### src/rtl/ysyx_22050710_div_ctrl.sv
// Radix-2 restoring divide sequencer for RV64M div/rem (incl. W forms); result N+1 edges after accept, specials 1 edge.
// Accepts only in IDLE; holds the result in DONE until i_out_ready, and i_flush aborts from any busy state.
module ysyx_22050710_div_ctrl #(
  parameter int WORD_WD = 64,
  parameter int CNT_WD  = 7
) (
  input  logic               i_clk,
  input  logic               i_rst_n,
  input  logic               i_in_valid,
  output logic               o_in_ready,
  input  logic [WORD_WD-1:0] i_src_a,
  input  logic [WORD_WD-1:0] i_src_b,
  input  logic [1:0]         i_div_op,
  input  logic               i_word_sel,
  input  logic               i_flush,
  output logic               o_busy,
  output logic               o_out_valid,
  input  logic               i_out_ready,
  output logic [WORD_WD-1:0] o_result
);

  localparam int HALF_WD = WORD_WD / 2;

  typedef enum logic [1:0] {S_IDLE, S_CALC, S_DONE} state_t;

  typedef struct packed {
    logic [1:0] op;
    logic       word;
    logic       sign_a;
    logic       sign_b;
  } meta_t;

  state_t state_q, state_d;
  meta_t  meta_q;

  logic [WORD_WD-1:0] dvd_q, dvs_q, rem_q, quo_q;
  logic [CNT_WD-1:0]  cnt_q;

  // ---- accept-side operand conditioning ----
  logic               in_signed, accept, div0, ovf, special;
  logic               a_neg, b_neg;
  logic [WORD_WD-1:0] a_ext, b_ext, mag_a, mag_b, sp_raw, sp_res;

  assign in_signed = ~i_div_op[0];
  assign accept    = (state_q == S_IDLE) & i_in_valid & ~i_flush;

  always_comb begin
    a_ext = i_src_a;
    b_ext = i_src_b;
    if (i_word_sel) begin
      a_ext = {{HALF_WD{in_signed & i_src_a[HALF_WD-1]}}, i_src_a[HALF_WD-1:0]};
      b_ext = {{HALF_WD{in_signed & i_src_b[HALF_WD-1]}}, i_src_b[HALF_WD-1:0]};
    end
  end

  assign a_neg = in_signed & a_ext[WORD_WD-1];
  assign b_neg = in_signed & b_ext[WORD_WD-1];
  assign mag_a = a_neg ? -a_ext : a_ext;
  assign mag_b = b_neg ? -b_ext : b_ext;

  assign div0 = (b_ext == '0);
  assign ovf  = in_signed & (i_word_sel
              ? ((i_src_a[HALF_WD-1:0] == {1'b1, {(HALF_WD-1){1'b0}}}) & (i_src_b[HALF_WD-1:0] == '1))
              : ((i_src_a == {1'b1, {(WORD_WD-1){1'b0}}}) & (i_src_b == '1)));
  assign special = div0 | ovf;

  // div0: q = all ones, r = dividend; overflow: q = dividend, r = 0
  assign sp_raw = i_div_op[1] ? (div0 ? a_ext : '0) : (div0 ? '1 : a_ext);
  assign sp_res = i_word_sel ? {{HALF_WD{sp_raw[HALF_WD-1]}}, sp_raw[HALF_WD-1:0]} : sp_raw;

  // ---- one restoring iteration ----
  logic [WORD_WD:0]   part_rem, diff;
  logic               q_bit, meta_signed;
  logic [WORD_WD-1:0] rem_nxt, quo_nxt, q_fix, r_fix, sel_res, fin_res;

  assign part_rem = {rem_q, dvd_q[WORD_WD-1]};
  assign diff     = part_rem - {1'b0, dvs_q};
  assign q_bit    = ~diff[WORD_WD];
  assign rem_nxt  = q_bit ? diff[WORD_WD-1:0] : part_rem[WORD_WD-1:0];
  assign quo_nxt  = {quo_q[WORD_WD-2:0], q_bit};

  assign meta_signed = ~meta_q.op[0];
  assign q_fix   = (meta_signed & (meta_q.sign_a ^ meta_q.sign_b)) ? -quo_nxt : quo_nxt;
  assign r_fix   = (meta_signed & meta_q.sign_a) ? -rem_nxt : rem_nxt;
  assign sel_res = meta_q.op[1] ? r_fix : q_fix;
  assign fin_res = meta_q.word ? {{HALF_WD{sel_res[HALF_WD-1]}}, sel_res[HALF_WD-1:0]} : sel_res;

  // ---- control FSM ----
  always_ff @(posedge i_clk or negedge i_rst_n) begin
    if (!i_rst_n) state_q <= S_IDLE;
    else          state_q <= state_d;
  end

  always_comb begin
    state_d = state_q;
    case (state_q)
      S_IDLE: if (accept) state_d = special ? S_DONE : S_CALC;
      S_CALC: begin
        if (i_flush)                          state_d = S_IDLE;
        else if (cnt_q == CNT_WD'(1))         state_d = S_DONE;
      end
      S_DONE: if (i_flush | i_out_ready)      state_d = S_IDLE;
      default:                                state_d = S_IDLE;
    endcase
  end

  // ---- datapath registers ----
  always_ff @(posedge i_clk or negedge i_rst_n) begin
    if (!i_rst_n) begin
      meta_q   <= '0;
      dvd_q    <= '0;
      dvs_q    <= '0;
      rem_q    <= '0;
      quo_q    <= '0;
      cnt_q    <= '0;
      o_result <= '0;
    end else if (accept) begin
      meta_q   <= '{op: i_div_op, word: i_word_sel, sign_a: a_neg, sign_b: b_neg};
      // W ops left-align the 32-bit magnitude so the shift starts at bit 31
      dvd_q    <= i_word_sel ? {mag_a[HALF_WD-1:0], {HALF_WD{1'b0}}} : mag_a;
      dvs_q    <= mag_b;
      rem_q    <= '0;
      quo_q    <= '0;
      cnt_q    <= special ? '0 : (i_word_sel ? CNT_WD'(HALF_WD) : CNT_WD'(WORD_WD));
      if (special) o_result <= sp_res;
    end else if ((state_q == S_CALC) && !i_flush) begin
      dvd_q <= {dvd_q[WORD_WD-2:0], 1'b0};
      rem_q <= rem_nxt;
      quo_q <= quo_nxt;
      cnt_q <= cnt_q - 1'b1;
      if (cnt_q == CNT_WD'(1)) o_result <= fin_res;
    end
  end

  assign o_in_ready  = (state_q == S_IDLE);
  assign o_busy      = (state_q != S_IDLE);
  assign o_out_valid = (state_q == S_DONE);

endmodule

### config.mk
export PLATFORM = sky130hd
export DESIGN_NAME = ysyx_22050710_div_ctrl
export DESIGN_NICKNAME = d
export VERILOG_FILES = /design/src/rtl/ysyx_22050710_div_ctrl.sv
export SDC_FILE = /design/constraint.sdc
export NUM_CORES = 1
export LEC_CHECK = 0
export CAP_MARGIN = 5
export CORE_UTILIZATION = 45
export CTS_BUF_LIST = sky130_fd_sc_hd__clkbuf_8
export DETAILED_ROUTE_END_ITERATION = 6
export DONT_BUFFER_PORTS = 1
export SLEW_MARGIN = 20
export SYNTH_ARGS = -nofsm -noshare
export SYNTH_HDL_FRONTEND = slang
export SYNTH_SLANG_ARGS = --single-unit
export TNS_END_PERCENT = 50
### constraint.sdc
create_clock -name i_clk -period 11.41 [get_ports i_clk]
set_input_delay 1.141 -clock i_clk [delete_from_list [all_inputs] [get_ports i_clk]]
set_output_delay 1.141 -clock i_clk [all_outputs]
set_load 0.05 [all_outputs]
==> tab_implementation.tex, run 1 <==
\begin{tabular}{lr}
\hline
Metric & Value \\
\hline
\multicolumn{2}{l}{\textbf{Pwr}} \\
\quad Total power after layout & between 5 and 6 mW \\
\quad Power density of the placed cells & 191.6 nW/um\^{}2 \\
\quad VDD IR max & approximately 0.15 mV \\
\quad Leakage dissipation & between 10 and 15 nW \\
\multicolumn{2}{l}{\textbf{Floorplanning}} \\
\quad Core ar. & roughly 61000 um\^{}2 \\
\quad Width of the chip & about 250 um \\
\quad Die Outline Area & roughly 62000 um\^{}2 \\
\quad Initial standard-cell utilization of the core & a little under half \\
\quad Number of I/O pins & between 200 and 250 \\
\quad Die Ht & 250.0 um \\
\quad Total number of placement rows & 90 \\
\multicolumn{2}{l}{\textbf{Timing}} \\
\quad Final number of setup-violating endpoints & 0 \\
\quad Max-slew headroom at the worst pin & between 7 and 8\% \\
\quad Period utilisation layout & around 64\% \\
\quad Final Max Slew Viols & 0 \\
\quad Tightest Pin Transition & approximately 1.4 ns \\
\quad Maximum operating frequency & 136.6 MHz \\
\quad Setup repair after global routing missed its margin & no \\
\quad Number of failing hold endpoints at the final stage & 0 \\
\quad Minimum clock period after layout & 7.321 ns \\
\quad Layout Skew & between 0.03 and 0.04 ns \\
\quad Accumulated negative setup slack & 0 ns \\
\quad Worst hold-check slack & around 0.24 ns \\
\multicolumn{2}{l}{\textbf{Critical path}} \\
\quad Largest driver fanout on the critical path & 49 \\
\quad Crit. End Element & flip-flop \\
\quad Critical path start-end classification & reg2reg \\
\quad Endpoint arrival time on the critical path & a little under 8 ns \\
\quad Req. time, crit path & roughly 12 ns \\
\quad Element type at the critical path start & flip-flop \\
\multicolumn{2}{l}{\textbf{GRT}} \\
\quad Maximum number of pins on one net before global-route repair & about 330 \\
\quad Met1 track utilization from global routing & 49.30\% \\
\quad Remaining global-route overflow & 0 \\
\quad Via count of the first global-routing pass & 27730 \\
\quad M3 GR Usage & roughly a tenth \\
\quad Antenna violations before repair & 3 \\
\quad Grt peak-use layer & met2 \\
\quad Total track usage & between 30\% and 40\% \\
\quad Wire length of the first global-routing pass & 179.7 mm \\
\quad GR met2 Demand/Resource & around 59\% \\
\multicolumn{2}{l}{\textbf{CTS}} \\
\quad Post-CTS sizing & 0 \\
\quad Clock latency of the later-clocked register in the worst-skew pair & about 0.66 ns \\
\quad Total clock buffers created by CTS & 66 \\
\quad Post-cts hold buffer count & 0 \\
\quad Root Driver & sky130\_fd\_sc\_hd\_\_clkbuf\_8 \\
\quad Clock transition time at the flip-flop clock pins of the worst setup and hold paths & 0.07 ns \\
\quad Clock buffer depth & 3 \\
\quad CTS tree & yes \\
\quad CTS sink cnt & roughly 330 \\
\quad Maximum level of the CTS H-tree & 3 \\
\quad Total setup buffers inserted after CTS & 0 \\
\multicolumn{2}{l}{\textbf{Yosys}} \\
\quad Asr flop ratio synth & 100.0\% \\
\quad Number of nets produced by synthesis & about 3800 \\
\quad Number of register bits inferred by synthesis & roughly 330 \\
\quad Share of synthesized area occupied by flip-flops and latches & 30.12\% \\
\quad Ys flop type & sky130\_fd\_sc\_hd\_\_dfrtp\_1 \\
\quad Syn Std Cell Area & 27670 um\^{}2 \\
\quad EDFF count, synth & 0 \\
\quad Total number of yosys warnings & 0 \\
\quad Number of distinct library cells after synthesis & slightly above 100 \\
\quad Synthesized instance count & around 3600 \\
\quad Post-synthesis average cell area & about 7.7 um\^{}2 \\
\multicolumn{2}{l}{\textbf{Run}} \\
\quad Count of max-cap constraint violations & 0 \\
\multicolumn{2}{l}{\textbf{Placed design}} \\
\quad Routability Congestion & about 1.0 \\
\quad Final HPWL DP & around 92 mm \\
\quad Number of buffers inserted by port buffering & 0 \\
\multicolumn{2}{l}{\textbf{Cells and area}} \\
\quad Share of cells above drive strength 1 & 6.207\% \\
\quad Post-layout nets & around 3700 \\
\quad Synthesis-to-layout area growth & 6.538\% \\
\multicolumn{2}{l}{\textbf{Detailed routing}} \\
\quad Via/cell ratio & between 6 and 7 \\
\quad Detailed Routing Iterations Pass 1 & 6 \\
\quad Violation count after the first detailed-route iteration & around 3300 \\
\quad Overall via count from detail\_route & roughly 29000 \\
\quad Final routed DRC violation total & 0 \\
\quad DRT Wirelength & around 120 mm \\
\quad Final routed wire length divided by cell count & approximately 28 um \\
\quad Routed Antenna Nets & 0 \\
\multicolumn{2}{l}{\textbf{Min path}} \\
\quad Path class of the lowest-slack min-delay path & in2async \\
\multicolumn{2}{l}{\textbf{Status}} \\
\quad Status & finished clean \\
\hline
\end{tabular}
-- worst paths after layout --
path	start	to	slack [ns]	cells after the start
max in group asynchronous	i_rst_n	dvs_q[26]$_DFFE_PN0P_	10.08	0
min	i_rst_n	dvs_q[49]$_DFFE_PN0P_	0.24	0
max	dvd_q[63]$_DFFE_PN0P_	o_result[38]$_DFFE_PN0P_	4.09	25
min reg2reg	dvs_q[26]$_DFFE_PN0P_	dvs_q[26]$_DFFE_PN0P_	0.48	2
max reg2reg	dvd_q[63]$_DFFE_PN0P_	o_result[38]$_DFFE_PN0P_	4.09	25
min in group i_clk	dvs_q[26]$_DFFE_PN0P_	dvs_q[26]$_DFFE_PN0P_	0.48	2
-- synthesized netlist by cell type, drive strengths merged (15+ instances only) --
master,count,area [um^2]
mux2i,82,820.8
a21o,30,225.2
o211ai,58,440.4
a31oi,97,606.8
or4,30,229.0
a22o,66,578.1
o41ai,15,131.4
o2111ai,15,137.6
nand2b,15,93.84
nor4,68,431.7
a211oi,50,387.9
a21oi,295,1495
nor2,332,1246
nor3,98,500.5
nand2,412,1549
buf,52,262.7
o31ai,57,432.9
nor3b,18,135.1
and4,19,166.4
and3,17,106.4
o22ai,28,175.2
a22oi,28,210.2
nand3,45,225.2
o21a,35,262.8
o21ai,350,1763
nor2b,16,100.1
dfrtp,333,8333
clkbuf,186,699.4
or2,24,150.2
ha,71,888.4
xnor2,132,1156
xor2,99,867.1
nand4,59,369.1
and2,28,176.4
inv,99,371.6
or3,45,281.5
-- cells in the final DEF (no fill, tap or decap), types with 15 or more instances in the layout --
cell type / n
sky130_fd_sc_hd__ha_1: 71
sky130_fd_sc_hd__xor2_1: 99
sky130_fd_sc_hd__o41ai_1: 15
sky130_fd_sc_hd__or2_2: 21
sky130_fd_sc_hd__a22o_1: 66
sky130_fd_sc_hd__and2_1: 25
sky130_fd_sc_hd__a21oi_1: 288
sky130_fd_sc_hd__nand2b_1: 15
sky130_fd_sc_hd__or4_1: 29
sky130_fd_sc_hd__a22oi_1: 28
sky130_fd_sc_hd__o21ai_0: 336
sky130_fd_sc_hd__a21o_1: 30
sky130_fd_sc_hd__clkbuf_8: 80
sky130_fd_sc_hd__o21a_1: 35
sky130_fd_sc_hd__mux2i_1: 82
sky130_fd_sc_hd__o211ai_1: 57
sky130_fd_sc_hd__dfrtp_1: 332
sky130_fd_sc_hd__nand4_1: 59
sky130_fd_sc_hd__o22ai_1: 28
sky130_fd_sc_hd__nor3b_1: 17
sky130_fd_sc_hd__xnor2_1: 132
sky130_fd_sc_hd__o31ai_1: 56
sky130_fd_sc_hd__nor2_1: 330
sky130_fd_sc_hd__or3_1: 45
sky130_fd_sc_hd__nor4_1: 66
sky130_fd_sc_hd__nand3_1: 45
sky130_fd_sc_hd__and4_1: 19
sky130_fd_sc_hd__a31oi_1: 97
sky130_fd_sc_hd__inv_1: 108
sky130_fd_sc_hd__a211oi_1: 49
sky130_fd_sc_hd__nand2_1: 408
sky130_fd_sc_hd__and3_1: 17
sky130_fd_sc_hd__buf_4: 37
sky130_fd_sc_hd__nor3_1: 94
-- per-stage QoR --
step / area (um^2) / std cells / setup slack, ns / utilization (%)
6_report: 29480 / 4280 / 4.089 / 48.66
5_1_grt: 29480 / 4279 / 3.739 / 48.66
4_1_cts: 29470 / 4278 / 4.348 / 48.64
3_5_place_dp: 28050 / 4166 / 4.333 / 46.30
3_3_place_gp: 28050 / 4166 / 4.443 / 46.30
2_1_floorplan: 27670 / 3584 / 5.262 / -
-- routing by layer --
layer	part of all wire, %	wire length (um)
met3	10	12360
met4	5.2	6278
met2	44	53760
met5	0.0091	11
met1	40	49050
-- sequential cells by signal (all words and copies together) (netlist names) --
register and flops:
dvd_q 64, dvs_q 64, o_result 64, rem_q 64, quo_q 63, cnt_q 7, meta_q 5, state_q 2
-- area by class of cell --
class | instances | area (um^2)
flip-flops and latches | 333 | 8334
multi-input cells | 2912 | 18070
diodes | 2 | 5.005
repair buffers | 38 | 297.8
clock buffers | 80 | 1101
well taps | 782 | 978.4
fillers | 6023 | 31100
inverters | 101 | 379.1
clock inverters | 32 | 315.3
-- where the power goes --
group          leakage [nW]  internal [mW]  switching [mW]
Sequential             4.33           1.48           0.625
Clock                 0.773          0.772           0.583
Combinational          6.94          0.697            1.49
Total                  12.0           2.95            2.70
-- logic make-up after synthesis --
group / Yosys count / synth area share [%]
xor gates and xnor gates: 231 / 7.312
buffers and inverters: 339 / 4.847
DFF: 333 / 30.12
muxes: 91 / 3.333
and+or+nand+nor: 1259 / 21.93
AOI/OAI and AO/OA: 1257 / 29.11
adders and majority gates: 74 / 3.355
-- worst max-delay path, stage by stage (launching register included) --
cell and delay [ns]:
sky130_fd_sc_hd__dfrtp_1 0.39, sky130_fd_sc_hd__inv_1 0.06, sky130_fd_sc_hd__ha_1 0.22, sky130_fd_sc_hd__fa_1 0.40, sky130_fd_sc_hd__nand2b_1 0.22, sky130_fd_sc_hd__a21bo_4 0.27
sky130_fd_sc_hd__a21oi_2 0.26, sky130_fd_sc_hd__o311a_1 0.34, sky130_fd_sc_hd__o21ai_1 0.14, sky130_fd_sc_hd__a211oi_4 0.23, sky130_fd_sc_hd__buf_4 0.64, sky130_fd_sc_hd__inv_2 0.37
sky130_fd_sc_hd__nand2_1 0.15, sky130_fd_sc_hd__o21ai_0 0.14, sky130_fd_sc_hd__inv_1 0.12, sky130_fd_sc_hd__ha_1 0.22, sky130_fd_sc_hd__nand2_1 0.08, sky130_fd_sc_hd__a21oi_1 0.20
sky130_fd_sc_hd__nand3_1 0.11, sky130_fd_sc_hd__nor4_1 0.46, sky130_fd_sc_hd__nand4_1 0.39, sky130_fd_sc_hd__o32ai_1 0.96, sky130_fd_sc_hd__a31oi_1 0.24, sky130_fd_sc_hd__xnor2_1 0.19
sky130_fd_sc_hd__a221oi_1 0.27, sky130_fd_sc_hd__a21oi_1 0.11
No activity file was read; power rests on OpenSTA's default activity.
==> run 2: changes to the inputs <==
==> constraint.sdc (replaced) <==
create_clock -name i_clk -period 6.9 [get_ports i_clk]
set_input_delay 0.69 -clock i_clk [delete_from_list [all_inputs] [get_ports i_clk]]
set_output_delay 0.69 -clock i_clk [all_outputs]
set_load 0.05 [all_outputs]
==> tab_implementation.tex, run 2 (synthesis gave the netlist of run 1 again) <==
\begin{tabular}{lr}
\hline
Metric & Value \\
\hline
\multicolumn{2}{l}{\textbf{Status}} \\
\quad Status & finished, violations left \\
\quad Failing checks & hold timing \\
\multicolumn{2}{l}{\textbf{CTS}} \\
\quad CTS sink cnt & $\sim$330 \\
\quad Clock transition time at the flip-flop clock pins of the worst setup and hold paths & roughly 0.070 ns \\
\quad Clock buffer depth & 3 \\
\quad Total clock buffers created by CTS & 68 \\
\quad Root Driver & sky130\_fd\_sc\_hd\_\_clkbuf\_8 \\
\quad Maximum level of the CTS H-tree & 3 \\
\quad Total setup buffers inserted after CTS & 0 \\
\quad Post-CTS sizing & 0 \\
\quad CTS tree & yes \\
\quad Clock latency of the later-clocked register in the worst-skew pair & approximately 0.66 ns \\
\multicolumn{2}{l}{\textbf{Timing}} \\
\quad Final number of setup-violating endpoints & 0 \\
\quad Tightest Pin Transition & 1.231 ns \\
\quad Layout Skew & 0.03416 ns \\
\quad Minimum clock period after layout & $\sim$6.6 ns \\
\quad Worst hold-check slack & -0.2215 ns \\
\quad Number of failing hold endpoints at the final stage & 298 \\
\quad Final Max Slew Viols & 0 \\
\quad Max-slew headroom at the worst pin & between 10\% and 20\% \\
\quad Setup repair after global routing missed its margin & no \\
\quad Accumulated negative setup slack & 0 ns \\
\quad Period utilisation layout & between 90\% and 100\% \\
\quad Maximum operating frequency & between 150 and 200 MHz \\
\quad PnR worst setup slack & around 0.32 ns \\
\multicolumn{2}{l}{\textbf{Critical path}} \\
\quad Critical path start-end classification & reg2reg \\
\quad Cells on worst reg2reg path & 22 \\
\quad Standard cell with the maximum stage delay on the critical path & sky130\_fd\_sc\_hd\_\_o32a\_1 \\
\quad Reg-to-reg slack, setup & about 0.32 ns \\
\quad Element type at the critical path start & flip-flop \\
\quad Req. time, crit path & about 7.4 ns \\
\quad Cell-by-cell trace of the critical path & inv\_1 > ha\_1 > fa\_1 > nand2b\_1 > a21bo\_4 > a21oi\_2 > o311a\_1 > o21ai\_1 > a211oi\_4 > inv\_2 > a21oi\_1 > ha\_1 > nand2\_1 > a21oi\_1 > nand3\_1 > nor4\_1 > nand4\_1 > o32a\_1 > or4\_1 > mux2i\_1 > and3\_1 > o32a\_1 \\
\quad Largest driver fanout on the critical path & 10 \\
\quad Slowest cell delay on critical path & 0.52 ns \\
\quad Endpoint arrival time on the critical path & between 7 and 8 ns \\
\quad Crit. End Element & flip-flop \\
\multicolumn{2}{l}{\textbf{Floorplanning}} \\
\quad Die Ht & roughly 250 um \\
\quad Width of the chip & 250.0 um \\
\quad Total number of placement rows & 90 \\
\quad Core ar. & 60580 um\^{}2 \\
\quad Initial standard-cell utilization of the core & between 40\% and 50\% \\
\quad Number of I/O pins & $\sim$200 \\
\quad Die Outline Area & about 62000 um\^{}2 \\
\multicolumn{2}{l}{\textbf{Cells and area}} \\
\quad Footprint of the flip-flops and latches & roughly 8300 um\^{}2 \\
\quad Post-layout nets & approximately 3700 \\
\quad Commonest cells after routing, fill and taps aside & 408 x sky130\_fd\_sc\_hd\_\_nand2\_1, 335 x sky130\_fd\_sc\_hd\_\_o21ai\_0, 332 x sky130\_fd\_sc\_hd\_\_dfrtp\_1 \\
\quad Number of standard cells in the layout, taps in and fillers out & about 4300 \\
\quad Synthesis-to-layout area growth & 6.909\% \\
\quad Area used by multi-input combinational logic & 18060 um\^{}2 \\
\quad Share of cells above drive strength 1 & under 10\% \\
\quad Count of fill cells added during filler insertion & roughly 6000 \\
\quad Most common cell after layout, fill and taps aside & sky130\_fd\_sc\_hd\_\_nand2\_1 \\
\multicolumn{2}{l}{\textbf{Placed design}} \\
\quad Placed Cells & about 4200 \\
\quad Routability Congestion & between 1 and 1.5 \\
\quad Final HPWL DP & 94.54 mm \\
\quad Setup slack after placement & roughly 0.49 ns \\
\quad Number of buffers inserted by port buffering & 0 \\
\multicolumn{2}{l}{\textbf{Pwr}} \\
\quad Power density of the placed cells & between 300 and 400 nW/um\^{}2 \\
\quad Total power after layout & 9.354 mW \\
\quad VDD IR max & between 0.2 and 0.3 mV \\
\quad Leakage dissipation & around 12 nW \\
\multicolumn{2}{l}{\textbf{GRT}} \\
\quad Remaining global-route overflow & 0 \\
\quad Maximum number of pins on one net before global-route repair & 334 \\
\quad Via count of the first global-routing pass & about 27000 \\
\quad Wire length of the first global-routing pass & $\sim$180 mm \\
\quad Total track usage & about two fifths \\
\quad Antenna violations before repair & 8 \\
\multicolumn{2}{l}{\textbf{Min path}} \\
\quad Path class of the lowest-slack min-delay path & in2async \\
\multicolumn{2}{l}{\textbf{Detailed routing}} \\
\quad Length of routed wiring on met1 & approximately 52 mm \\
\quad Violation count after the first detailed-route iteration & 3466 \\
\quad Met3 layer wire length in the routed design & 11.98 mm \\
\quad Uppermost routed layer & met5 \\
\quad DRT Wirelength & about 120 mm \\
\quad Overall via count from detail\_route & just under 30000 \\
\quad DR WL met2 & around 55 mm \\
\quad Final routed wire length divided by cell count & 28.85 um \\
\quad Routed Antenna Nets & 0 \\
\quad Detailed Routing Iterations Pass 1 & 6 \\
\quad Via/cell ratio & 6.807 \\
\quad Final routed DRC violation total & 0 \\
\multicolumn{2}{l}{\textbf{Run}} \\
\quad Count of max-cap constraint violations & 0 \\
\hline
\end{tabular}
-- run 2: final timing paths --
kind                                                  to             startpoint
worst max-delay path            o_result[54]$_DFFE_PN0P_  dvd_q[63]$_DFFE_PN0P_
worst min-delay path               dvs_q[51]$_DFFE_PN0P_                i_rst_n
worst max register to register  o_result[54]$_DFFE_PN0P_  dvd_q[63]$_DFFE_PN0P_
worst min register to register     dvs_q[21]$_DFFE_PN0P_  dvs_q[21]$_DFFE_PN0P_
max in group asynchronous          quo_q[13]$_DFFE_PN0P_                i_rst_n
min in group i_clk                 meta_q[4]$_DFFE_PN0P_            i_div_op[1]
-- run 2: metal layers --
| layer | track usage [%] | up-vias |
|---|---|---|
| met5 | 0 | - |
| met4 | 15.28 | 2 |
| met3 | 7.728 | 253 |
| met2 | 60.27 | 1641 |
| met1 | 52.85 | 14340 |
| li1 | - | 13070 |
-- run 2: area by class of cell --
class / count / share of cell area, %
multi-input cells: 2912 / 61.06
flip-flops and latches: 333 / 28.17
clock buffers: 84 / 3.908
well taps: 782 / 3.308
repair buffers: 55 / 1.438
inverters: 101 / 1.282
clock inverters: 32 / 0.7740
diodes: 7 / 0.05921
-- run 2: report_power, final --
part | total (mW) | switching (mW) | internal, mW
sequential | 3.53 | 1.08 | 2.45
combinational | 3.66 | 2.48 | 1.18
clock | 2.17 | 0.990 | 1.18
total | 9.35 | 4.55 | 4.80
-- run 2: metrics by stage --
| stage | utilization, % | cell area [um^2] |
|---|---|---|
| 2_1_floorplan | - | 27670 |
| 3_3_place_gp | 46.49 | 28170 |
| 3_5_place_dp | 46.50 | 28170 |
| 4_1_cts | 48.79 | 29560 |
| 5_1_grt | 48.80 | 29570 |
| 6_report | 48.83 | 29580 |
-- run 2: worst max-delay path: cells and delay by family, from the launching register on --
kind / cells / cell delay [ns]
adders and majority gates: 3 / 0.89
AOI/OAI and AO/OA: 9 / 2.84
and+or+nand+nor: 7 / 1.87
buffers and inverters: 2 / 0.24
DFF: 1 / 0.42
muxes: 1 / 0.14
